File: config.mk
export PLATFORM = sky130hd
export DESIGN_NAME = uart_cmd_frame_rx
export DESIGN_NICKNAME = d
export VERILOG_FILES = /design/src/rtl/uart_cmd_frame_rx.sv
export SDC_FILE = /design/constraint.sdc
export NUM_CORES = 1
export LEC_CHECK = 0
export CORE_ASPECT_RATIO = 1.1
export CORE_MARGIN = 2
export CORE_UTILIZATION = 61
export DETAILED_ROUTE_END_ITERATION = 8
export HOLD_SLACK_MARGIN = 0.15
export PLACE_DENSITY_LB_ADDON = 0.1
export SLEW_MARGIN = 10
export SYNTH_ARGS = -nofsm -noshare
export SYNTH_HDL_FRONTEND = slang
export SYNTH_SLANG_ARGS = --single-unit
File: constraint.sdc
create_clock -name clk -period 27.1 [get_ports clk]
set_input_delay 5.42 -clock clk [delete_from_list [all_inputs] [get_ports clk]]
set_output_delay 5.42 -clock clk [all_outputs]
set_load 0.005 [all_outputs]
File: src/rtl/uart_cmd_frame_rx.sv
// 8N1 UART receiver and command-frame parser for the RS-485 host link.
// Latency: byte strobe at start-edge + OVERSAMPLE/2 + 9*OVERSAMPLE + 1; frame_valid/err one cycle after that strobe.
// Backpressure: a held frame blocks the next delivery; a frame completing while one is held is dropped with err 7.
module uart_cmd_frame_rx #(
  parameter int          OVERSAMPLE  = 8,
  parameter int          MAX_PAYLOAD = 12,
  parameter logic [7:0]  DEV_ADDR    = 8'h02,
  parameter int          TIMEOUT_CYC = 4096
) (
  input  logic                     clk,
  input  logic                     rst,
  input  logic                     f_rx,
  output logic                     frame_valid,
  input  logic                     frame_ack,
  output logic [7:0]               cmd,
  output logic [7:0]               cmd_len,
  output logic [8*MAX_PAYLOAD-1:0] payload,
  output logic                     err,
  output logic [2:0]               err_code,
  output logic                     busy
);

  localparam int BCW = $clog2(OVERSAMPLE + 1);
  localparam int TW  = $clog2(TIMEOUT_CYC + 1);

  typedef enum logic [1:0] {RX_IDLE, RX_START, RX_DATA, RX_STOP} rx_state_e;
  typedef enum logic [2:0] {P_SYNC, P_ADDR, P_CMD, P_LEN, P_PAY, P_CHK, P_TAIL} p_state_e;

  // Receiver state
  logic            sync1_q, sync2_q, rx_prev_q;
  rx_state_e       rx_state_q, rx_state_d;
  logic [BCW-1:0]  bcnt_q, bcnt_d;
  logic [2:0]      bit_idx_q, bit_idx_d;
  logic [7:0]      shift_q, shift_d;
  logic            byte_stb_q, byte_stb_d;
  logic            ferr_stb_q, ferr_stb_d;
  logic            rx_s;

  // Parser state
  p_state_e                 p_state_q, p_state_d;
  logic [7:0]               wcmd_q, wcmd_d;
  logic [7:0]               wlen_q, wlen_d;
  logic [8*MAX_PAYLOAD-1:0] wpay_q, wpay_d;
  logic [7:0]               idx_q, idx_d;
  logic [7:0]               chk_q, chk_d;
  logic [TW-1:0]            to_q, to_d;
  logic                     fv_q, fv_d;
  logic [7:0]               cmd_q, cmd_d;
  logic [7:0]               cmd_len_q, cmd_len_d;
  logic [8*MAX_PAYLOAD-1:0] payload_q, payload_d;
  logic                     err_q, err_d;
  logic [2:0]               err_code_q, err_code_d;

  assign rx_s = sync2_q;

  // Bit timing: bcnt counts cycles inside the current bit; samples land mid-bit.
  always_comb begin
    rx_state_d = rx_state_q;
    bcnt_d     = bcnt_q;
    bit_idx_d  = bit_idx_q;
    shift_d    = shift_q;
    byte_stb_d = 1'b0;
    ferr_stb_d = 1'b0;
    case (rx_state_q)
      RX_IDLE: begin
        if (!rx_s && rx_prev_q) begin
          rx_state_d = RX_START;
          bcnt_d     = BCW'(1);
        end
      end
      RX_START: begin
        if (bcnt_q == BCW'(OVERSAMPLE / 2)) begin
          if (rx_s) begin
            rx_state_d = RX_IDLE;          // glitch, not a real start bit
          end else begin
            rx_state_d = RX_DATA;
            bcnt_d     = BCW'(1);
            bit_idx_d  = 3'd0;
          end
        end else begin
          bcnt_d = bcnt_q + BCW'(1);
        end
      end
      RX_DATA: begin
        if (bcnt_q == BCW'(OVERSAMPLE)) begin
          shift_d = {rx_s, shift_q[7:1]};
          bcnt_d  = BCW'(1);
          if (bit_idx_q == 3'd7) rx_state_d = RX_STOP;
          else                   bit_idx_d  = bit_idx_q + 3'd1;
        end else begin
          bcnt_d = bcnt_q + BCW'(1);
        end
      end
      RX_STOP: begin
        if (bcnt_q == BCW'(OVERSAMPLE)) begin
          rx_state_d = RX_IDLE;
          if (rx_s) byte_stb_d = 1'b1;
          else      ferr_stb_d = 1'b1;
        end else begin
          bcnt_d = bcnt_q + BCW'(1);
        end
      end
      default: rx_state_d = RX_IDLE;
    endcase
  end

  // Synchroniser, edge history and receiver registers.
  always_ff @(posedge clk or posedge rst) begin
    if (rst) begin
      sync1_q    <= 1'b1;
      sync2_q    <= 1'b1;
      rx_prev_q  <= 1'b1;
      rx_state_q <= RX_IDLE;
      bcnt_q     <= '0;
      bit_idx_q  <= 3'd0;
      shift_q    <= 8'h00;
      byte_stb_q <= 1'b0;
      ferr_stb_q <= 1'b0;
    end else begin
      sync1_q    <= f_rx;
      sync2_q    <= sync1_q;
      rx_prev_q  <= sync2_q;
      rx_state_q <= rx_state_d;
      bcnt_q     <= bcnt_d;
      bit_idx_q  <= bit_idx_d;
      shift_q    <= shift_d;
      byte_stb_q <= byte_stb_d;
      ferr_stb_q <= ferr_stb_d;
    end
  end

  // Frame parser: advances on byte strobes, handles delivery, ack and timeout.
  always_comb begin
    p_state_d  = p_state_q;
    wcmd_d     = wcmd_q;
    wlen_d     = wlen_q;
    wpay_d     = wpay_q;
    idx_d      = idx_q;
    chk_d      = chk_q;
    fv_d       = fv_q;
    cmd_d      = cmd_q;
    cmd_len_d  = cmd_len_q;
    payload_d  = payload_q;
    err_d      = 1'b0;
    err_code_d = err_code_q;
    // Cleared in SYNC and on every byte; err registers one cycle after the
    // hit, so the hit is taken one count early to land at TIMEOUT_CYC.
    to_d = (p_state_q == P_SYNC || byte_stb_q) ? '0 : to_q + TW'(1);

    if (fv_q && frame_ack) fv_d = 1'b0;

    if (ferr_stb_q) begin
      err_d = 1'b1; err_code_d = 3'd5; p_state_d = P_SYNC;
    end else if (byte_stb_q) begin
      case (p_state_q)
        P_SYNC: if (shift_q == 8'hAA) begin
          p_state_d = P_ADDR;
          wpay_d    = '0;
        end
        P_ADDR: begin
          if (shift_q != DEV_ADDR) begin
            err_d = 1'b1; err_code_d = 3'd1; p_state_d = P_SYNC;
          end else p_state_d = P_CMD;
        end
        P_CMD: begin
          wcmd_d = shift_q; chk_d = shift_q; p_state_d = P_LEN;
        end
        P_LEN: begin
          if (shift_q > 8'(MAX_PAYLOAD)) begin
            err_d = 1'b1; err_code_d = 3'd2; p_state_d = P_SYNC;
          end else begin
            wlen_d    = shift_q;
            chk_d     = chk_q ^ shift_q;
            idx_d     = 8'd0;
            p_state_d = (shift_q == 8'd0) ? P_CHK : P_PAY;
          end
        end
        P_PAY: begin
          for (int k = 0; k < MAX_PAYLOAD; k++)
            if (idx_q == 8'(k)) wpay_d[8*k +: 8] = shift_q;
          chk_d = chk_q ^ shift_q;
          idx_d = idx_q + 8'd1;
          if (idx_q + 8'd1 == wlen_q) p_state_d = P_CHK;
        end
        P_CHK: begin
          if (shift_q != chk_q) begin
            err_d = 1'b1; err_code_d = 3'd3; p_state_d = P_SYNC;
          end else p_state_d = P_TAIL;
        end
        P_TAIL: begin
          p_state_d = P_SYNC;
          if (shift_q != 8'h55) begin
            err_d = 1'b1; err_code_d = 3'd4;
          end else if (!fv_q || frame_ack) begin
            fv_d      = 1'b1;
            cmd_d     = wcmd_q;
            cmd_len_d = wlen_q;
            for (int k = 0; k < MAX_PAYLOAD; k++)
              payload_d[8*k +: 8] = (8'(k) < wlen_q) ? wpay_q[8*k +: 8] : 8'h00;
          end else begin
            err_d = 1'b1; err_code_d = 3'd7;   // consumer still holds the previous frame
          end
        end
        default: p_state_d = P_SYNC;
      endcase
    end else if (p_state_q != P_SYNC && to_q == TW'(TIMEOUT_CYC - 2)) begin
      err_d = 1'b1; err_code_d = 3'd6; p_state_d = P_SYNC;
    end
  end

  // Parser and output registers.
  always_ff @(posedge clk or posedge rst) begin
    if (rst) begin
      p_state_q  <= P_SYNC;
      wcmd_q     <= 8'h00;
      wlen_q     <= 8'h00;
      wpay_q     <= '0;
      idx_q      <= 8'h00;
      chk_q      <= 8'h00;
      to_q       <= '0;
      fv_q       <= 1'b0;
      cmd_q      <= 8'h00;
      cmd_len_q  <= 8'h00;
      payload_q  <= '0;
      err_q      <= 1'b0;
      err_code_q <= 3'd0;
    end else begin
      p_state_q  <= p_state_d;
      wcmd_q     <= wcmd_d;
      wlen_q     <= wlen_d;
      wpay_q     <= wpay_d;
      idx_q      <= idx_d;
      chk_q      <= chk_d;
      to_q       <= to_d;
      fv_q       <= fv_d;
      cmd_q      <= cmd_d;
      cmd_len_q  <= cmd_len_d;
      payload_q  <= payload_d;
      err_q      <= err_d;
      err_code_q <= err_code_d;
    end
  end

  assign frame_valid = fv_q;
  assign cmd         = cmd_q;
  assign cmd_len     = cmd_len_q;
  assign payload     = payload_q;
  assign err         = err_q;
  assign err_code    = err_code_q;
  assign busy        = (p_state_q != P_SYNC);

endmodule

## Word level (Yosys, flattened, before mapping)

Cells that the tools add are included.

- Register bits: 283
- Input port bits: 4
- Output and inout port bits: 118
- Logic and storage cells: 242

- $add $sub $neg: 4
- Order comparisons: 13
- Eq/ne operators: 59
- Muxes and demuxes: 89
- Bitwise logic cells: 4
- Reductions and logical operators: 40

Operators by type and width:

| kind | count |
|---|---|
| $mux 8 | 26 |
| $pmux 96 s2 | 1 |
| $mux 96 | 1 |
| $reduce_and 5->1 | 15 |
| $mux 3 | 19 |
| $ne 2x2->1 const B | 21 |
| $eq 8x3->1 const B | 4 |
| $eq 8x4->1 const B | 4 |
| $lt 3x8->1 const A | 4 |
| $lt 4x8->1 const A | 4 |
| $pmux 8 s3 | 1 |
| $mux 1 | 21 |
| $mux 4 | 5 |
| $pmux 3 s6 | 1 |
| $eq 8x2->1 const B | 2 |
| $logic_not 8->1 | 2 |
| $lt 1x8->1 const A | 2 |
| $lt 2x8->1 const A | 2 |
| $ne 4x4->1 const B | 4 |
| $pmux 4 s4 | 1 |
| $pmux 8 s2 | 1 |
| $mux 2 | 7 |
| $add 13x1->13 const B | 1 |
| $eq 13x12->1 const B | 1 |
| other kinds (40) | 59 |

## Logic depth before layout (Yosys ltp)

Gate-level depths: netlist of run 1.

- Word-level depth: 7
- Mapped depth: 9
- Gate-level depth less buffers: 8

## Worst setup path before layout of run 1

OpenSTA, ideal clock, no wires.

- Path kind: input to register
- Start point: input frame_ack
- End point: register payload_q[69] (netlist: payload[69])
- Setup time: 0.121 ns
- Data arrival time: 6.546 ns
- Required time: 26.979 ns
- Slack: 20.434 ns
- Stages on the path: 6
- Buffers on the path: 3
- Cells stage by stage: nor2_1 > or3_1 > buf_2 > buf_2 > buf_2 > a22o_1

- Word-level cells in the longest chain between the ends: 2

RTL lines:

| item | line | source |
|---|---|---|
| start, declared | 14 | `input logic frame_ack,` |
| $logic_or 1x1->1 | 194 | `end else if (!fv_q \|\| frame_ack) begin` |
| $reduce_and 5->1 (no source line) | -- |  |
| end signal, assigned | 238 | `payload_q <= payload_d;` |
| end, declared | 50 | `logic [8*MAX_PAYLOAD-1:0] payload_q, payload_d;` |

Every way passes these cells.
A chain may end at the register's enable or synchronous reset.

==> impl_metrics.tcl, run 1 <==
set metrics [dict create \
    place_area_mm2 0.0134 \
    slew_headroom_pct 30.1 \
    grt_max_degree 154 \
    drc 0 \
    grt_pass1_wl_um 43100 \
    r2r-start "p_state_q[2]" \
    numCtsBuffers 28 \
    rsz0062_at_grt "false" \
    slew_violations 0 \
    setup_violations 0 \
    seq_area_mm2 0.00709 \
    setup_slack_ns 19.35 \
    synth.ff_latch_count 283 \
    via_per_inst 5.87 \
    pre_cts_ws_ns 18.64 \
    syn_area_per_cell_um2 11.8 \
    layout_commonest_cell "dfrtp_1" \
    final_area_mm2 0.0142 \
    io_pins 122 \
    die_height_um 152 \
    drive_gt1_share_pct 17.1 \
    crit_path_end_kind "async pin" \
    overflow 0 \
    clk_latency_ns 0.53 \
    met2_wirelength_um 13000 \
    ant_nets 0 \
    dr.max_layer_used "met4" \
    firstDrtPassIters 5 \
    synth_cell_types 61 \
    fmax_mhz 129 \
    die-width_um 138 \
    synth-main-ff-cell "dfrtp_1" \
    wl_met3_um 1250 \
    cts_num_sinks 283 \
    grt_pass1_vias 8161 \
    tightest_slew_ns 1.05 \
    clockBufferDepth 3 \
    antenna_found_initial 0 \
    core-area_mm2 0.0192 \
    areaGrowthSynthToFinish_pct 18.0 \
    worst_ep_required_time_ns 27.65 \
    yosysSeqAreaShare_pct 58.7 \
    synth_warnings 0 \
    rrSetupSlack_ns 23.82 \
    track_usage_pct 25.5 \
    timing.rr.end "payload[81]" \
    synth_top_area_share_pct 58.1 \
    hp-class "flip-flop to flip-flop" \
    cts-resized-gates 0 \
    drtIter0Drc 504 \
    fin_nets 1128 \
    p_per_area_mw_per_mm2 57.4 \
    finalHoldViolations 0 \
    p_leak_nw 6.85 \
    synth_nets 1034 \
    layout.cells.most_common_list "dfrtp_1 (280), nand2_1 (175), clkdlybuf4s50_1 (121)" \
    ys_async_sr_fraction_pct 100 \
    met1_length_um 11300 \
    start_kind "input port" \
    postSynthCellCount 1020 \
    numPortBuffers 121 \
    hold_buffers 0 \
    routedWlPerCell_um 19.0 \
    critPathKind "input port to async pin" \
    status "finished, final reports clean" \
    gp_congestion 0.842 \
    fin_crit_ns 7.75 \
    reg2reg_depth 6 \
    syn_area_mm2 0.0121 \
    path_clk_slew_ns 0.06 \
    dp_hpwl_um 16900 \
    vias 8061 \
    maxCapViolCount 0 \
    multiInputGateArea_mm2 0.00467 \
    die-area_mm2 0.0209 \
    rows 53 \
    fin_skew_ns 0.0124 \
    post_cts_buffers 0 \
    antenna_cells 0 \
    fillCellCount 1351 \
    synth_edf_count 0 \
    synthTopCellsByArea "dfrtp_1 (58%), mux2_2 (9.6%), nand2_1 (5.4%)" \
    startpoint "rst" \
    vdd_ir_drop_max_mv 0.0574 \
    fin_crit_sh_pct 28.6 \
    critPathArrivalTime_ns 8.30 \
    yosysTopAreaCell "dfrtp_1" \
    initial_core_util_pct 62.7 \
    htree_num_levels 1 \
    root_buffer "clkbuf_16" \
    cts_tree "built" \
    wl_um 26100 \
    cp_max_fo 153 \
    setup_tns_ns 0 \
    crit_path_end "wpay_q[92]" \
]
through the flow:
step / total power [mW] / utilization (%) / instances / hold WS [ns]
final: 0.817 / 74.0 / 1374 / 0.358
after global routing: 0.847 / 74.0 / 1374 / 0.362
after CTS: 0.826 / 74.0 / 1374 / 0.358
after detailed placement: 0.453 / 69.5 / 1331 / 0.349
after global placement: 0.453 / 69.5 / 1331 / 0.345
after floorplan: 0.448 / - / 1020 / 0.345
cells by family (layout without fill, tap and decap cells):
| group | count (synthesis) | in the layout | share of synthesized area [%] |
|---|---|---|---|
| DFF | 283 | 283 | 58.7 |
| and+or+nand+nor | 348 | 348 | 13.6 |
| adders and majority gates | 10 | 10 | 1.04 |
| AOI/OAI and AO/OA | 155 | 155 | 9.95 |
| buffers and inverters | 73 | 180 | 2.70 |
| muxes | 124 | 124 | 12.0 |
| xor gates and xnor gates | 27 | 27 | 1.96 |
flip-flops by register name (all words and copies together), names as in the netlist, 3 cells and up, named ones only:
name       flops
wpay_q        96
payload       96
chk_q          8
cmd            8
err_code       3
cmd_len        8
bcnt_q         4
p_state_q      3
bit_idx_q      3
shift_q        8
wlen_q         8
to_q          13
idx_q          8
wcmd_q         8
worst min path at each step:
stage	start	endpoint	cells after the start
6_report	sync1_q	rx_s	0
5_1_grt	sync1_q	rx_s	0
4_1_cts	sync1_q	rx_s	0
3_5_place_dp	sync1_q	rx_s	0
3_3_place_gp	sync1_q	rx_s	0
2_1_floorplan	sync1_q	rx_s	0
worst max-delay path: stages:
cell	delay, ns
clkdlybuf4s50_1	0.49
inv_8	0.68
buf_4	0.76
buf_4	0.77
routing by layer:
layer | vias to the layer above | GRT usage [%]
met4 | 0 | 7.96
met5 | - | 0
li1 | 3752 | -
met3 | 43 | 3.71
met2 | 212 | 43.4
met1 | 4054 | 34.6
cells in the mapped netlist, types with 2 or more instances:
cell type  instances
a21oi_4           10
buf_6              2
o21ai_0           29
nor4_1             6
nor2_2             2
nor3b_1            4
mux2i_1            5
mux2_4            16
or3_1             10
a31oi_1            6
o22ai_1            2
and3_1             3
nand4b_1           2
and4_1             2
nand2_1          175
inv_1             11
ha_1              10
o211ai_1           3
nand2b_1           6
nor2b_1            5
a22o_1            57
nor3_1             6
or4_1              3
nand3_1           48
dfstp_2            3
a211oi_1           2
nor3_2             4
xor2_1            19
a311oi_1           6
o32ai_1            2
a21oi_2            2
buf_1              5
a21oi_1           26
clkbuf_1          40
nor2_1            39
nand4_1            8
buf_2             13
nor4bb_1           2
and2_1            15
dfrtp_1          280
mux2_2           103
a31o_2             2
xnor2_1            8
power by group:
group | internal, mW | total (mW) | switching (mW)
Sequential | 0.425 | 0.428 | 0.00277
Combinational | 0.00420 | 0.0175 | 0.0133
Clock | 0.222 | 0.372 | 0.150
cell type report:
type	count	area share, %
inverter	11	0.343
tap	247	2.17
clock inverter	5	0.527
clock buffer	38	5.62
timing repair buffer	126	8.77
sequential	283	49.8
multi-input combinational	664	32.8
Note: power is estimated with default switching activity, not from simulation.
==> run 2: changes to the inputs <==
--- a/config.mk
+++ b/config.mk
@@ -7,7 +7,7 @@
 export LEC_CHECK = 0
 export CORE_ASPECT_RATIO = 1.1
 export CORE_MARGIN = 2
-export CORE_UTILIZATION = 61
+export CORE_UTILIZATION = 57
 export DETAILED_ROUTE_END_ITERATION = 8
 export HOLD_SLACK_MARGIN = 0.15
 export PLACE_DENSITY_LB_ADDON = 0.1
==> constraint.sdc (replaced) <==
create_clock -name clk -period 7.8 [get_ports clk]
set_input_delay 1.56 -clock clk [delete_from_list [all_inputs] [get_ports clk]]
set_output_delay 1.56 -clock clk [all_outputs]
set_load 0.005 [all_outputs]
==> run 2 against run 1 <==
Wire length is 0.76% higher. Via count is 0.65% lower. Final cell count is 1.2% higher.
==> impl_metrics.tcl, run 2 (synthesized netlist as in run 1, its figures left out) <==
set metrics [dict create \
    status "finished, final reports clean" \
    cts_tree "built" \
    critPathKind "flip-flop to output port" \
    slowest_stage "dfrtp_1" \
    die-area_mm2 0.0223 \
    post_cts_buffers 0 \
    cts_num_sinks 283 \
    io_pins 122 \
    fin_skew_ns 0.0151 \
    htree_num_levels 1 \
    cp.buffers_inverters 1 \
    grt_pass1_vias 8027 \
    fillCellCount 1535 \
    via_per_inst 5.76 \
    root_buffer "clkbuf_16" \
    numCtsBuffers 29 \
    setup_slack_ns 4.11 \
    maxCapViolCount 0 \
    layout.cells.most_common_list "dfrtp_1 (280), nand2_1 (175), clkdlybuf4s50_1 (121)" \
    drive_gt1_share_pct 17.4 \
    start_kind "flip-flop" \
    worst_ep_required_time_ns 6.24 \
    initial_core_util_pct 58.4 \
    gp_congestion 0.833 \
    finalHoldViolations 0 \
    die-width_um 143 \
    wl_um 26300 \
    pre_cts_ws_ns 3.67 \
    fmax_mhz 271 \
    overflow 0 \
    cpPeakStageDelay_ns 0.57 \
    antenna_found_initial 1 \
    ant_nets 0 \
    fin_nets 1130 \
    path_clk_slew_ns 0.06 \
    setup_violations 0 \
    grt_max_degree 163 \
    slew_violations 0 \
    antenna_cells 0 \
    setup_tns_ns 0 \
    clk_latency_ns 0.54 \
    areaGrowthSynthToFinish_pct 18.4 \
    slew_headroom_pct 28.2 \
    numPortBuffers 121 \
    pwr-share-seq_pct 52.2 \
    rsz0062_at_grt "false" \
    critPathArrivalTime_ns 2.13 \
    p_comb_share_pct 2.1 \
    die_height_um 157 \
    crit_chain "or3_1, clkdlybuf4s50_1" \
    hold_buffers 0 \
    dp_hpwl_um 16800 \
    firstDrtPassIters 5 \
    clockBufferDepth 3 \
    core-area_mm2 0.0206 \
    rows 55 \
    tightest_slew_ns 1.08 \
    intPower_mw 2.25 \
    crit_path_end_kind "output port" \
    grt_pass1_wl_um 42800 \
    vdd_ir_drop_max_mv 0.176 \
    power.switching_uw 598 \
    fin_crit_ns 3.69 \
    drtIter0Drc 465 \
    vias 8009 \
    p_leak_nw 6.86 \
    track_usage_pct 24.3 \
    fin_crit_sh_pct 47.4 \
    crit_family "flip-flops" \
    layout_commonest_cell "dfrtp_1" \
    hp-class "flip-flop to flip-flop" \
    cp_max_fo 14 \
    routedWlPerCell_um 18.9 \
    p_per_area_mw_per_mm2 199 \
    switching_share_pct 21.0 \
    cts-resized-gates 0 \
    power_frac_clock_pct 45.7 \
    drc 0 \
]
==> run 2: routing by layer <==
metal  global-route usage, %  share of wire (%)  vias up
li1                        -                  -     3769
met1                    33.5                 44     3999
met2                    40.5                 49      197
met3                    3.89                4.8       44
met4                    6.55                2.2        0
met5                       0                  0        -
==> run 2: power by group through the flow <==
| stage | combinational, mW | clock, mW | sequential [mW] |
|---|---|---|---|
| 4_1_cts | 0.0619 | 1.33 | 1.48 |
| 2_1_floorplan | 0.0485 | 0 | 1.51 |
| 6_report | 0.0602 | 1.30 | 1.49 |
| 3_5_place_dp | 0.0618 | 0 | 1.51 |
| 3_3_place_gp | 0.0611 | 0 | 1.51 |
| 5_1_grt | 0.0715 | 1.39 | 1.49 |
==> run 2: final cells by class <==
cell class	count	area (µm²)	share of cell area [%]
clock inverter	5	35.0	0.245
sequential	283	7090	49.6
tap	256	320	2.24
inverter	11	45.0	0.315
multi-input combinational	664	4670	32.7
clock buffer	45	866	6.06
timing repair buffer	127	1270	8.88
==> run 2: path summary, 6_finish.rpt <==
kind	depth (start not counted)	end	from	slack [ns]
max	2	busy	p_state_q[2]	4.11
min in group asynchronous	2	payload[46]	rst	1.43
min	0	rx_s	sync1_q	0.36
min reg2reg	0	rx_s	sync1_q	0.36
max in group asynchronous	3	ferr_stb_q	rst	5.13
max reg2reg	6	payload[69]	p_state_q[2]	4.58
==> run 2: metrics by stage <==
stage / cell area [µm²] / hold WS [ns] / std cells / utilization (%) / power [mW]
after floorplan: 12100 / 0.345 / 1020 / - / 1.56
after global placement: 13400 / 0.346 / 1341 / 64.9 / 1.57
after detailed placement: 13400 / 0.350 / 1341 / 64.9 / 1.57
after CTS: 14300 / 0.362 / 1391 / 69.2 / 2.88
after global routing: 14300 / 0.365 / 1391 / 69.2 / 2.95
final: 14300 / 0.360 / 1391 / 69.2 / 2.85
==> run 2: worst register-to-register path, stage by stage (launching register included) <==
cell	delay, ns
dfrtp_1	0.67
and3b_1	0.26
nand4_1	0.26
or3_4	0.74
buf_4	0.48
nor3_2	0.54
a22o_1	0.22
==> run 3: changes to the inputs <==
--- a/config.mk
+++ b/config.mk
@@ -7,7 +7,7 @@
 export LEC_CHECK = 0
 export CORE_ASPECT_RATIO = 1.1
 export CORE_MARGIN = 2
-export CORE_UTILIZATION = 57
+export CORE_UTILIZATION = 51
 export DETAILED_ROUTE_END_ITERATION = 8
 export HOLD_SLACK_MARGIN = 0.15
 export PLACE_DENSITY_LB_ADDON = 0.1
==> constraint.sdc (replaced) <==
create_clock -name clk -period 3.37 [get_ports clk]
set_input_delay 0.674 -clock clk [delete_from_list [all_inputs] [get_ports clk]]
set_output_delay 0.674 -clock clk [all_outputs]
set_load 0.005 [all_outputs]
==> run 3 against run 2 <==
Critical path type unchanged. Global-route usage decreased by 2.2 points. Clock power increased by 140%. Sequential cell count unchanged. Clock skew increased by 0.0048 ns. Wire length increased by 2.2%. Largest power group unchanged. Worst setup slack got worse by 3.5 ns.
==> impl_metrics.tcl, run 3 (synthesized netlist as in run 1, its figures left out) <==
set metrics [dict create \
    die-width_um 151 \
    cp_max_fo 14 \
    htree_num_levels 1 \
    critPathArrivalTime_ns 2.12 \
    tightest_slew_ns 0.952 \
    fin_nets 1150 \
    clockBufferDepth 3 \
    whs_ns 0.361 \
    switching_share_pct 21.2 \
    intPower_mw 5.24 \
    firstDrtPassIters 5 \
    rsz0062_at_grt "false" \
    place_area_mm2 0.0136 \
    timing.rr.end "wpay_q[29]" \
    grt_max_degree 135 \
    post_cts_buffers 0 \
    fin_crit_ns 2.80 \
    crit_path_end "busy" \
    final_area_mm2 0.0145 \
    cts_num_sinks 283 \
    start_kind "flip-flop" \
    initial_core_util_pct 51.4 \
    reg2reg_depth 6 \
    p_comb_share_pct 2.2 \
    ant_nets 0 \
    placed_cells 1410 \
    top_usage_layer "met2" \
    crit_path_end_kind "output port" \
    vdd_ir_drop_max_mv 0.375 \
    critPathKind "flip-flop to output port" \
    setup_tns_ns 0 \
    numCtsBuffers 29 \
    power.switching_mw 1.41 \
    vias 8048 \
    via_per_inst 5.50 \
    r2r-start "shift_q[7]" \
    gp_congestion 0.840 \
    startpoint "p_state_q[2]" \
    status "finished, final reports clean" \
    die-area_mm2 0.0249 \
    cts_tree "built" \
    maxCapViolCount 0 \
    fmax_mhz 358 \
    rows 59 \
    slew_headroom_pct 36.5 \
    antenna_found_initial 0 \
    fillCellCount 1947 \
    fin_skew_ns 0.0200 \
    met1_usage_pct 30.9 \
    antenna_cells 0 \
    slew_violations 0 \
    routedWlPerCell_um 18.4 \
    dp_hpwl_um 17500 \
    worst_ep_required_time_ns 2.70 \
    p_leak_nw 6.98 \
    hold_buffers 0 \
    numPortBuffers 121 \
    wl_um 26800 \
    die_height_um 165 \
    setup_violations 0 \
    slowest_stage "dfrtp_1" \
    grt_pass1_vias 7986 \
    hp-class "flip-flop to flip-flop" \
    seq_area_mm2 0.00709 \
    final_cells 1462 \
    grt_pass1_wl_um 43400 \
    layout_commonest_cell "dfrtp_1" \
    multiInputGateArea_mm2 0.00467 \
    fin_crit_sh_pct 83.0 \
    pwr-share-seq_pct 51.6 \
    fin_util_pct 61.9 \
    crit_chain "or3_1, clkdlybuf4s50_1" \
    cpPeakStageDelay_ns 0.56 \
    drc 0 \
    track_usage_pct 22.1 \
    rrSetupSlack_ns 0.63 \
    power_frac_clock_pct 46.1 \
    clk_latency_ns 0.54 \
    p_per_area_mw_per_mm2 458 \
    grtUsageMet2_pct 36.9 \
    layout.cells.most_common_list "dfrtp_1 (280), nand2_1 (175), clkdlybuf4s50_1 (121)" \
    core-area_mm2 0.0235 \
    cts-resized-gates 0 \
    path_clk_slew_ns 0.06 \
    drive_gt1_share_pct 19.0 \
    root_buffer "clkbuf_16" \
    drtIter0Drc 449 \
    areaGrowthSynthToFinish_pct 20.5 \
    grt_util_met3_pct 2.97 \
    io_pins 122 \
    overflow 0 \
    finalHoldViolations 0 \
]
==> run 3: how the worst min path moves through the flow <==
stage / end / cells past startpoint / start / slack [ns]
final: rx_s / 0 / sync1_q / 0.36
after global routing: rx_s / 0 / sync1_q / 0.36
after CTS: rx_s / 0 / sync1_q / 0.36
after detailed placement: rx_s / 0 / sync1_q / 0.35
after global placement: rx_s / 0 / sync1_q / 0.35
after floorplan: rx_s / 0 / sync1_q / 0.35
==> run 3: final cells by class <==
| cell class | count | share of cell area (%) |
|---|---|---|
| clock buffers | 43 | 5.76 |
| clock inverters | 9 | 0.542 |
| inverters | 11 | 0.310 |
| multi-input cells | 664 | 32.1 |
| flip-flops and latches | 283 | 48.7 |
| well taps | 305 | 2.62 |
| repair buffers | 147 | 9.93 |
==> run 3: power groups by stage <==
| stage | Sequential (mW) | Clock (mW) | Combinational, mW |
|---|---|---|---|
| 2_1_floorplan | 3.49 | 0 | 0.112 |
| 3_3_place_gp | 3.50 | 0 | 0.149 |
| 3_5_place_dp | 3.50 | 0 | 0.154 |
| 4_1_cts | 3.44 | 3.14 | 0.154 |
| 5_1_grt | 3.44 | 3.28 | 0.176 |
| 6_report | 3.44 | 3.07 | 0.147 |
==> run 3: layer usage <==
layer  up-vias  part of all wire [%]
li1       3804                     -
met1      4022                    44
met2       183                    50
met3        39                   4.3
met4         0                   2.0
met5         -                     0
==> run 3: per-stage QoR <==
step	total power [mW]	worst slack, ns
finish	6.65	0.574
global route	6.89	0.425
CTS	6.73	0.570
detailed placement	3.65	0.663
global placement	3.65	0.668
floorplan	3.60	-1.05
==> run 3: critical path, delay by kind of cell (launching register included) <==
family,cells,cell delay [ns]
buffers and inverters,1,0.49
flip-flops,1,0.56
AND/OR/NAND/NOR,1,0.55
